==> config.mk <==
export PLATFORM = sky130hd
export DESIGN_NAME = alarma_ctrl
export DESIGN_NICKNAME = d
export VERILOG_FILES = /design/src/rtl/alarma_ctrl.sv
export SDC_FILE = /design/constraint.sdc
export NUM_CORES = 1
export LEC_CHECK = 0
export CAP_MARGIN = 20
export CORE_MARGIN = 2
export CORE_UTILIZATION = 33
export DETAILED_ROUTE_END_ITERATION = 10
export HOLD_SLACK_MARGIN = 0.03
export PLACE_DENSITY_LB_ADDON = 0.15
export SLEW_MARGIN = 0
export SYNTH_ARGS = -nofsm -noshare
export SYNTH_HDL_FRONTEND = slang
export SYNTH_SLANG_ARGS = --single-unit
export TNS_END_PERCENT = 100
==> constraint.sdc <==
create_clock -name clk -period 2.4 [get_ports clk]
set_input_delay 0.48 -clock clk [delete_from_list [all_inputs] [get_ports clk]]
set_output_delay 0.48 -clock clk [all_outputs]
set_load 0.02 [all_outputs]
==> src/rtl/alarma_ctrl.sv <==
// Alarm controller fed by the alarm-equation output: arming, trigger debounce,
// entry delay, timed siren and saturating event count. Define ALARMA_LATCH_EN to latch the siren.
module alarma_ctrl #(
   parameter int DEB_LEN   = 3,
   parameter int ENTRY_DLY = 8,
   parameter int SIREN_LEN = 16
) (
   input  logic       clk,
   input  logic       rst_n,
   input  logic       arm,
   input  logic       disarm,
   input  logic       trig,
   output logic [1:0] state,
   output logic       armed,
   output logic       pending,
   output logic       siren,
   output logic [3:0] event_cnt
);

   localparam int DEB_W = (DEB_LEN   > 1) ? $clog2(DEB_LEN)   : 1;
   localparam int DLY_W = (ENTRY_DLY > 1) ? $clog2(ENTRY_DLY) : 1;

   // Debounce fires on the edge where the counter already holds DEB_LEN-1 and trig is
   // still high, so the counter never has to represent DEB_LEN itself.
   localparam logic [DEB_W-1:0] DEB_LAST = DEB_W'(DEB_LEN - 1);
   localparam logic [DLY_W-1:0] DLY_LAST = DLY_W'(ENTRY_DLY - 1);

   typedef enum logic [1:0] {
      S_DISARMED = 2'd0,
      S_ARMED    = 2'd1,
      S_ENTRY    = 2'd2,
      S_ALARM    = 2'd3
   } state_t;

   state_t           cur_q, nxt;
   logic [DEB_W-1:0] deb_q, deb_nxt;
   logic [DLY_W-1:0] dly_q, dly_nxt;
   logic [3:0]       evt_nxt;

`ifndef ALARMA_LATCH_EN
   localparam int SIR_W = (SIREN_LEN > 1) ? $clog2(SIREN_LEN) : 1;
   localparam logic [SIR_W-1:0] SIR_LAST = SIR_W'(SIREN_LEN - 1);
   logic [SIR_W-1:0] sir_q, sir_nxt;
`endif

   always_comb begin
      nxt     = cur_q;
      deb_nxt = deb_q;
      dly_nxt = dly_q;
      evt_nxt = event_cnt;
`ifndef ALARMA_LATCH_EN
      sir_nxt = sir_q;
`endif
      unique case (cur_q)
         S_DISARMED: begin
            deb_nxt = '0;
            if (arm && !disarm) nxt = S_ARMED;
         end
         S_ARMED: begin
            if (disarm) begin
               nxt     = S_DISARMED;
               deb_nxt = '0;
            end else if (!trig) begin
               deb_nxt = '0;
            end else if (deb_q == DEB_LAST) begin
               nxt     = S_ENTRY;
               deb_nxt = '0;
               dly_nxt = DLY_LAST;
            end else begin
               deb_nxt = deb_q + DEB_W'(1);
            end
         end
         S_ENTRY: begin
            if (disarm) begin
               nxt = S_DISARMED;
            end else if (dly_q == '0) begin
               nxt = S_ALARM;
               if (event_cnt != 4'd15) evt_nxt = event_cnt + 4'd1;
`ifndef ALARMA_LATCH_EN
               sir_nxt = SIR_LAST;
`endif
            end else begin
               dly_nxt = dly_q - DLY_W'(1);
            end
         end
         S_ALARM: begin
            if (disarm) begin
               nxt = S_DISARMED;
            end
`ifndef ALARMA_LATCH_EN
            else if (sir_q == '0) begin
               nxt     = S_ARMED;
               deb_nxt = '0;
            end else begin
               sir_nxt = sir_q - SIR_W'(1);
            end
`endif
         end
      endcase
   end

   // Output flags decode the next state so they switch on the same edge as state.
   always_ff @(posedge clk or negedge rst_n) begin
      if (!rst_n) begin
         cur_q     <= S_DISARMED;
         deb_q     <= '0;
         dly_q     <= '0;
`ifndef ALARMA_LATCH_EN
         sir_q     <= '0;
`endif
         event_cnt <= '0;
         armed     <= 1'b0;
         pending   <= 1'b0;
         siren     <= 1'b0;
      end else begin
         cur_q     <= nxt;
         deb_q     <= deb_nxt;
         dly_q     <= dly_nxt;
`ifndef ALARMA_LATCH_EN
         sir_q     <= sir_nxt;
`endif
         event_cnt <= evt_nxt;
         armed     <= (nxt != S_DISARMED);
         pending   <= (nxt == S_ENTRY);
         siren     <= (nxt == S_ALARM);
      end
   end

   assign state = cur_q;

endmodule
==> results.yml, run 1 <==
clock_tree:
  postCtsHoldBufs: 0
  cts_buffers: 3
  cts.htree.levels: 1
  cts_resized: 0
  clkLatencyLatePin_ps: 290
  cts_tree: "built"
  clkTransAtPathRegs_ps: 100
  cts.sinks: 18
  clock_path_buffers: 2
  post_cts_buffers: 0
  cts-root-buf: "clkbuf_4"
final_layout:
  nets: 117
  diodes: 0
  fillers: 273
  final_cell_mix: "18 x dfrtp_1, 13 x clkdlybuf4s50_1, 9 x a21oi_1, 7 x nor2_1, 6 x nor2b_1"
  layout-drive-gt1-share: 0.113
  area.growth.synth_to_final_pct: 19.5
  final-seq-area_sq_um: 450
  final_util: 0.412
  multiInputGateArea_sq_um: 450
  stdcell_area_sq_um: 1130
  final_common_cell: "dfrtp_1"
routing:
  ant_nets: 0
  drcViolationCount: 0
  drtIter0Drc: 11
  wl_per_cell_um: 12.6
  num_vias: 704
  first_pass_iters: 4
  via_per_inst: 5.14
  wl_um: 1730
floorplanning:
  die_area_sq_um: 3300
  initial_core_util: 0.345
  row_count: 19
  core-area_sq_um: 2730
  pin_count: 14
  die_y_um: 57.4
  die_width_um: 57.4
synthesis:
  syn-mean-instance-area_sq_um: 10.5
  ys_types: 30
  synth-edff-count: 0
  synthArstFlopShare: 1.00
  synth_seq_cells: 18
  ys_seq_area_frac: 0.478
  syn_nets: 99
  netlist_instances: 90
  yosysWarnings: 0
  synth_flop_cell: "dfrtp_1"
  syn_area_sq_um: 942
power:
  vdd_ir_drop_max_v: 0.000366
  p_total_uw: 617
  power_leakage_nw: 0.504
  p_per_area_nw_per_um2: 548
global_route:
  antenna_found_initial: 0
  grt_pass1_wl_um: 2910
  first_global_vias: 628
  grt_usage: 0.117
  grt_overflow_total: 0
  grt_max_degree: 19
sta:
  fin_crit_sh: 0.842
  worstMarginPinSlew_ps: 370
  finalSetupViolCount: 0
  drv_slew: 0
  rsz0062_at_grt: "no"
  hold_violations: 0
  final.setup.tns_ps: 0
  clock_skew_ps: 4.16
  fmax_mhz: 495
  min_period_ps: 2020
  relSlewSlack: 0.753
critical_path:
  slowest_stage: "clkdlybuf4s50_1"
  reg2reg_from: "sir_q[0]$_DFFE_PN0P_"
  cp_num_buf_inv: 1
  r2r_end: "deb_q[1]$_DFFE_PN0P_"
  startpoint_type: "register"
  critical_path.top_delay_family: "buffers and inverters"
  critPathCaptureType: "output pin"
  cp.required_ps: 1920
  arrival_ps: 1540
  reg2reg_slack_ps: 570
  rr_worst_depth: 5
  critPathMaxFanout: 11
  crit_chain: "clkdlybuf4s50_1"
  slowest_delay_ps: 680
  worst-setup-path-type: "reg2out"
run:
  drv_cap: 0
place:
  portBuffers: 13
  gp_congestion: 0.685
  dp_hpwl_um: 1280
  placed_area_sq_um: 1100
run_status:
  status: "finished clean"
worst_hold_path:
  hold_depth: 1
  holdPathEnd: "dly_q[0]$_DFFE_PN0P_"
  min-delay-start: "dly_q[0]$_DFFE_PN0P_"
  hp-class: "reg2reg"
-- worst reg2reg max path, delay by kind of cell (launching register included) --
kind	cells	cell delay, ps
and+or+nand+nor	1	530
buffers and inverters	1	80
AOI/OAI and AO/OA	2	480
adders and majority gates	1	220
DFF	1	430
-- cell type report --
cell class,count,area share
clock buffer,3,0.0200
tap,31,0.0344
timing repair buffer,15,0.129
sequential,18,0.400
inverter,5,0.0167
multi-input combinational,65,0.400
-- kinds of logic after synthesis --
logic type / share of synthesized area
mux: 0.0279
buf+inv: 0.0438
xor+xnor: 0.00930
simple gates: 0.239
flops: 0.478
compound gates: 0.149
fa+ha+maj: 0.0531
-- metrics by stage --
| step | setup slack [ps] | cells | hold WS (ps) |
|---|---|---|---|
| after floorplan | 640 | 90 | 184 |
| after global placement | 276 | 134 | 454 |
| after detailed placement | 249 | 134 | 473 |
| after CTS | 388 | 137 | 488 |
| after global routing | 299 | 137 | 514 |
| final | 380 | 137 | 483 |
-- flip-flops by register name (all words and copies together), names as in the netlist --
name,count
armed,1
deb_q,2
dly_q,3
event_cnt,4
pending,1
sir_q,4
siren,1
state,2
-- worst max-delay path by stage --
stage / startpoint / endpoint / slack [ps] / cells past startpoint
after floorplan: state[0]$_DFF_PN0_ / event_cnt[3]$_DFFE_PN0P_ / 640 / 6
after global placement: disarm / event_cnt[3]$_DFFE_PN0P_ / 280 / 5
after detailed placement: disarm / event_cnt[3]$_DFFE_PN0P_ / 250 / 5
after CTS: state[0]$_DFF_PN0_ / state[0] / 390 / 1
after global routing: state[0]$_DFF_PN0_ / state[0] / 300 / 1
final: state[0]$_DFF_PN0_ / state[0] / 380 / 1
-- cell usage after synthesis, types with 2 or more instances --
cell | n | area [sq um]
a21oi_1 | 9 | 45.0
and3_1 | 3 | 18.8
buf_6 | 2 | 22.5
dfrtp_1 | 18 | 450
ha_1 | 4 | 50.1
inv_1 | 5 | 18.8
nand2_1 | 3 | 11.3
nand2b_1 | 2 | 12.5
nand3_1 | 4 | 20.0
nor2_1 | 7 | 26.3
nor2b_1 | 6 | 37.5
nor3_1 | 3 | 15.0
o21ai_0 | 3 | 15.0
o22ai_1 | 3 | 18.8
o31a_1 | 2 | 17.5
or3b_2 | 2 | 17.5
-- per-layer routing --
layer | vias to the layer above | GRT usage | share of wire
met5 | - | 0 | 0
met2 | 9 | 0.164 | 0.45
li1 | 362 | - | -
met3 | 4 | 0.0408 | 0.032
met4 | 0 | 0.0399 | 0.014
met1 | 329 | 0.168 | 0.50
-- power breakdown --
| part | internal (mW) | total (mW) | leakage, nW | switching [mW] |
|---|---|---|---|---|
| Combinational | 0.0553 | 0.118 | 0.250 | 0.0626 |
| Sequential | 0.326 | 0.353 | 0.240 | 0.0271 |
| Clock | 0.0584 | 0.146 | 0.0138 | 0.0875 |
No activity file was read; power rests on OpenSTA's default activity.
==> run 2, diff against run 1 <==
==> constraint.sdc (replaced) <==
create_clock -name clk -period 1.9 [get_ports clk]
set_input_delay 0.38 -clock clk [delete_from_list [all_inputs] [get_ports clk]]
set_output_delay 0.38 -clock clk [all_outputs]
set_load 0.02 [all_outputs]
==> run 2 against run 1 <==
Net effect: non-clock buffer count is 6 higher; worst setup slack worse by 290 ps; register-to-register slack worse by 410 ps; first-iteration DRC count is 64% lower; global-route usage is 0.36 points higher; combinational power is 32% higher; critical endpoint unchanged; largest cell class is now multi-input gates; highest routed layer unchanged.
==> results.yml, run 2 (synthesis gave the netlist of run 1 again) <==
sta:
  finalSetupViolCount: 0
  worstMarginPinSlew_ps: 276
  rsz0062_at_grt: "no"
  min_period_ps: 1810
  fmax_mhz: 554
  hold_violations: 0
  clock_skew_ps: 6.98
  drv_slew: 0
  relSlewSlack: 0.815
  fin_crit_sh: 0.951
final_layout:
  final_common_cell: "dfrtp_1"
  area.growth.synth_to_final_pct: 26.0
  top_regs: "event_cnt: 4 flops, sir_q: 4 flops, dly_q: 3 flops"
  layout-drive-gt1-share: 0.168
  final_cell_mix: "18 x dfrtp_1, 13 x clkdlybuf4s50_1, 9 x a21oi_1, 8 x buf_4, 7 x nor2_1"
  diodes: 0
  nets: 123
  fin_cells: 144
global_route:
  grt_max_degree: 19
  antenna_found_initial: 0
  grt_pass1_wl_um: 3080
  grt_usage: 0.121
  grt_overflow_total: 0
  first_global_vias: 734
run:
  drv_cap: 0
place:
  portBuffers: 13
  dp.cells: 140
  dp_hpwl_um: 1390
  gp_congestion: 0.749
routing:
  num_vias: 738
  ant_nets: 0
  via_per_inst: 5.13
  first_pass_iters: 4
  drtIter0Drc: 4
  wl_per_cell_um: 12.3
  wl_um: 1770
  drcViolationCount: 0
clock_tree:
  cts-root-buf: "clkbuf_4"
  clkTransAtPathRegs_ps: 110
  clock_path_buffers: 2
  post_cts_buffers: 0
  cts_tree: "built"
  clkLatencyLatePin_ps: 290
  cts.htree.levels: 1
  cts.sinks: 18
  cts_buffers: 3
critical_path:
  critPathMaxFanout: 10
  reg2reg_from: "sir_q[0]$_DFFE_PN0P_"
  worst-setup-path-type: "reg2out"
  r2r_end: "deb_q[1]$_DFFE_PN0P_"
  critPathCaptureType: "output pin"
  arrival_ps: 1430
  startpoint_type: "register"
  rr_worst_depth: 5
  cp.required_ps: 1520
  reg2reg_slack_ps: 160
power:
  vdd_ir_drop_max_v: 0.000357
  power_leakage_nw: 0.543
  p_total_uw: 833
  p_per_area_nw_per_um2: 702
run_status:
  status: "finished clean"
floorplanning:
  initial_core_util: 0.345
  row_count: 19
  core-area_sq_um: 2730
  die_y_um: 57.4
  pin_count: 14
  die_area_sq_um: 3300
  die_width_um: 57.4
worst_hold_path:
  hp-class: "in2async"
run 2: final cells by class:
| type | count | area (sq um) |
|---|---|---|
| sequential | 18 | 450 |
| timing repair buffer | 21 | 190 |
| clock buffer | 4 | 36.3 |
| tap | 31 | 38.8 |
| inverter | 5 | 18.8 |
| fill | 272 | 1550 |
| multi-input combinational | 65 | 453 |
run 2: where the power goes:
part	total [mW]	switching [mW]	leakage, nW	internal [mW]
clock	0.234	0.118	0.0210	0.117
sequential	0.443	0.0310	0.240	0.412
combinational	0.156	0.0811	0.282	0.0749
run 2: worst max-delay path by stage:
stage / cells after the start / startpoint / end / slack [ps]
after floorplan: 6 / state[0]$_DFF_PN0_ / event_cnt[3]$_DFFE_PN0P_ / 140
after global placement: 5 / disarm / event_cnt[3]$_DFFE_PN0P_ / -40
after detailed placement: 5 / disarm / dly_q[1]$_DFFE_PN0P_ / -80
after CTS: 5 / sir_q[0]$_DFFE_PN0P_ / deb_q[1]$_DFFE_PN0P_ / 40
after global routing: 2 / state[0]$_DFF_PN0_ / state[0] / 20
final: 2 / state[0]$_DFF_PN0_ / state[0] / 90
run 2: per-stage QoR:
step	cell area, sq um	setup TNS [ps]	setup slack [ps]	utilization	hold WS (ps)
after floorplan	942	0	140	-	84.4
after global placement	1150	-129	-44.3	0.420	452
after detailed placement	1150	-233	-81.2	0.420	467
after CTS	1180	0	44.8	0.433	408
after global routing	1190	0	22.9	0.434	421
final	1190	0	93.3	0.434	404
run 2: critical path, stage by stage, from the launching register on:
cell	delay [ps]
dfrtp_1	360
buf_4	170
clkdlybuf4s50_1	610
run 2: repair_timing:
action,4_1_cts,5_1_grt
hold buffers,0,0
resized for setup,0,1
setup endpoints to repair,0,2
run 2: routing by layer:
metal / up-vias / wire [um] / global-route usage / share of wire
met5: - / 0 / 0 / 0
met4: 0 / 15 / 0.0598 / 0.0085
met3: 2 / 46 / 0.0204 / 0.026
met2: 6 / 850 / 0.198 / 0.48
met1: 359 / 854 / 0.153 / 0.48
li1: 371 / - / - / -
==> run 3, diff against run 2 <==
--- a/config.mk
+++ b/config.mk
@@ -9,6 +9,7 @@
 export CORE_MARGIN = 2
 export CORE_UTILIZATION = 33
 export DETAILED_ROUTE_END_ITERATION = 10
+export GPL_ROUTABILITY_DRIVEN = 0
 export HOLD_SLACK_MARGIN = 0.03
 export PLACE_DENSITY_LB_ADDON = 0.15
 export SLEW_MARGIN = 0
==> constraint.sdc (replaced) <==
create_clock -name clk -period 2.1 [get_ports clk]
set_input_delay 0.42 -clock clk [delete_from_list [all_inputs] [get_ports clk]]
set_output_delay 0.42 -clock clk [all_outputs]
set_load 0.02 [all_outputs]
==> run 3 against run 2 <==
Net effect: final cell count down 2.8%; highest routed layer unchanged; non-clock buffer count fell by 3; worst hold slack better by 49 ps; total power decreased by 16%; sequential share of layout area is 1.3 points higher; first-iteration DRC count grew to 5.8 times the previous value; critical path depth shrank 1; final area is 3.3% lower; core utilization down 1.4 points.
==> results.yml, run 3 (synthesis gave the netlist of run 1 again) <==
global_route:
  first_global_vias: 709
  antenna_found_initial: 0
  grt_overflow_total: 0
  grt_usage: 0.121
  grt_pass1_wl_um: 3040
  grt_max_degree: 19
critical_path:
  rr_worst_depth: 5
  critPathCaptureType: "output pin"
  cp_num_buf_inv: 1
  worst-setup-path-type: "reg2out"
  slowest_stage: "clkdlybuf4s50_1"
  critical_path.top_delay_family: "buffers and inverters"
  arrival_ps: 1400
  crit_chain: "clkdlybuf4s50_1"
  critPathMaxFanout: 9
  crit_cells: 1
  cp.required_ps: 1680
  slowest_delay_ps: 650
  startpoint_type: "register"
run:
  drv_cap: 0
final_layout:
  final_cell_mix: "18 x dfrtp_1, 13 x clkdlybuf4s50_1, 9 x a21oi_1, 7 x nor2_1, 6 x nor2b_1"
  top_regs: "event_cnt: 4 flops, sir_q: 4 flops, dly_q: 3 flops"
  multiInputGateArea_sq_um: 450
  fillers: 272
  diodes: 0
  nets: 120
  area.growth.synth_to_final_pct: 21.9
  stdcell_area_sq_um: 1150
  final-seq-area_sq_um: 450
  layout-drive-gt1-share: 0.138
  final_common_cell: "dfrtp_1"
clock_tree:
  cts.sinks: 18
  cts_buffers: 3
  cts-root-buf: "clkbuf_4"
  clock_path_buffers: 2
  cts_resized: 0
  cts_tree: "built"
  postCtsHoldBufs: 0
  cts.htree.levels: 1
  post_cts_buffers: 0
  clkTransAtPathRegs_ps: 90
  clkLatencyLatePin_ps: 280
place:
  portBuffers: 13
  dp_hpwl_um: 1370
  placed_area_sq_um: 1130
floorplanning:
  die_area_sq_um: 3300
  initial_core_util: 0.345
  pin_count: 14
  core-area_sq_um: 2730
  die_width_um: 57.4
  die_y_um: 57.4
  row_count: 19
power:
  p_total_uw: 701
  p_per_area_nw_per_um2: 610
  power_leakage_nw: 0.518
  vdd_ir_drop_max_v: 0.000377
routing:
  first_pass_iters: 5
  num_vias: 715
  wl_um: 1730
  ant_nets: 0
  wl_per_cell_um: 12.4
  drtIter0Drc: 23
  drcViolationCount: 0
  via_per_inst: 5.11
sta:
  worstMarginPinSlew_ps: 301
  rsz0062_at_grt: "no"
  drv_slew: 0
  final.setup.tns_ps: 0
  fmax_mhz: 548
  clock_skew_ps: 1.57
  relSlewSlack: 0.799
  hold_violations: 0
  min_period_ps: 1820
  finalSetupViolCount: 0
  fin_crit_sh: 0.868
run_status:
  status: "finished clean"
worst_hold_path:
  hp-class: "in2async"
run 3: report_power, final:
| part | internal, mW | switching [mW] |
|---|---|---|
| logic | 0.0641 | 0.0729 |
| clock network | 0.0666 | 0.0951 |
| registers | 0.373 | 0.0291 |
run 3: path summary, 6_finish.rpt:
check	startpoint	end	slack [ps]
worst max-delay path	state[1]$_DFF_PN0_	state[1]	280
worst min-delay path	rst_n	state[0]$_DFF_PN0_	450
worst max register to register	sir_q[0]$_DFFE_PN0P_	deb_q[1]$_DFFE_PN0P_	280
worst min register to register	dly_q[0]$_DFFE_PN0P_	dly_q[0]$_DFFE_PN0P_	500
max in group asynchronous	rst_n	deb_q[0]$_DFFE_PN0P_	1450
min in group clk	dly_q[0]$_DFFE_PN0P_	dly_q[0]$_DFFE_PN0P_	500
run 3: layout make-up:
cell class,instances,area share
sequential,18,0.392
multi-input combinational,65,0.392
timing repair buffer,18,0.146
tap,31,0.0338
clock buffer,3,0.0196
inverter,5,0.0163
run 3: metrics by stage:
step	util	std cells	hold slack, ps	setup slack, ps
after floorplan	-	90	124	340
after global placement	0.412	137	459	107
after detailed placement	0.412	137	478	69.1
after CTS	0.420	140	454	240
after global routing	0.420	140	451	182
final	0.420	140	453	277
run 3: metal layers:
layer	up-vias	routed length, um	GRT usage	share of wire
met5	-	0	0	0
met4	0	15	0.0199	0.0087
met3	2	71	0.0499	0.041
met2	11	800	0.188	0.46
met1	338	840	0.160	0.49
li1	364	-	-	-
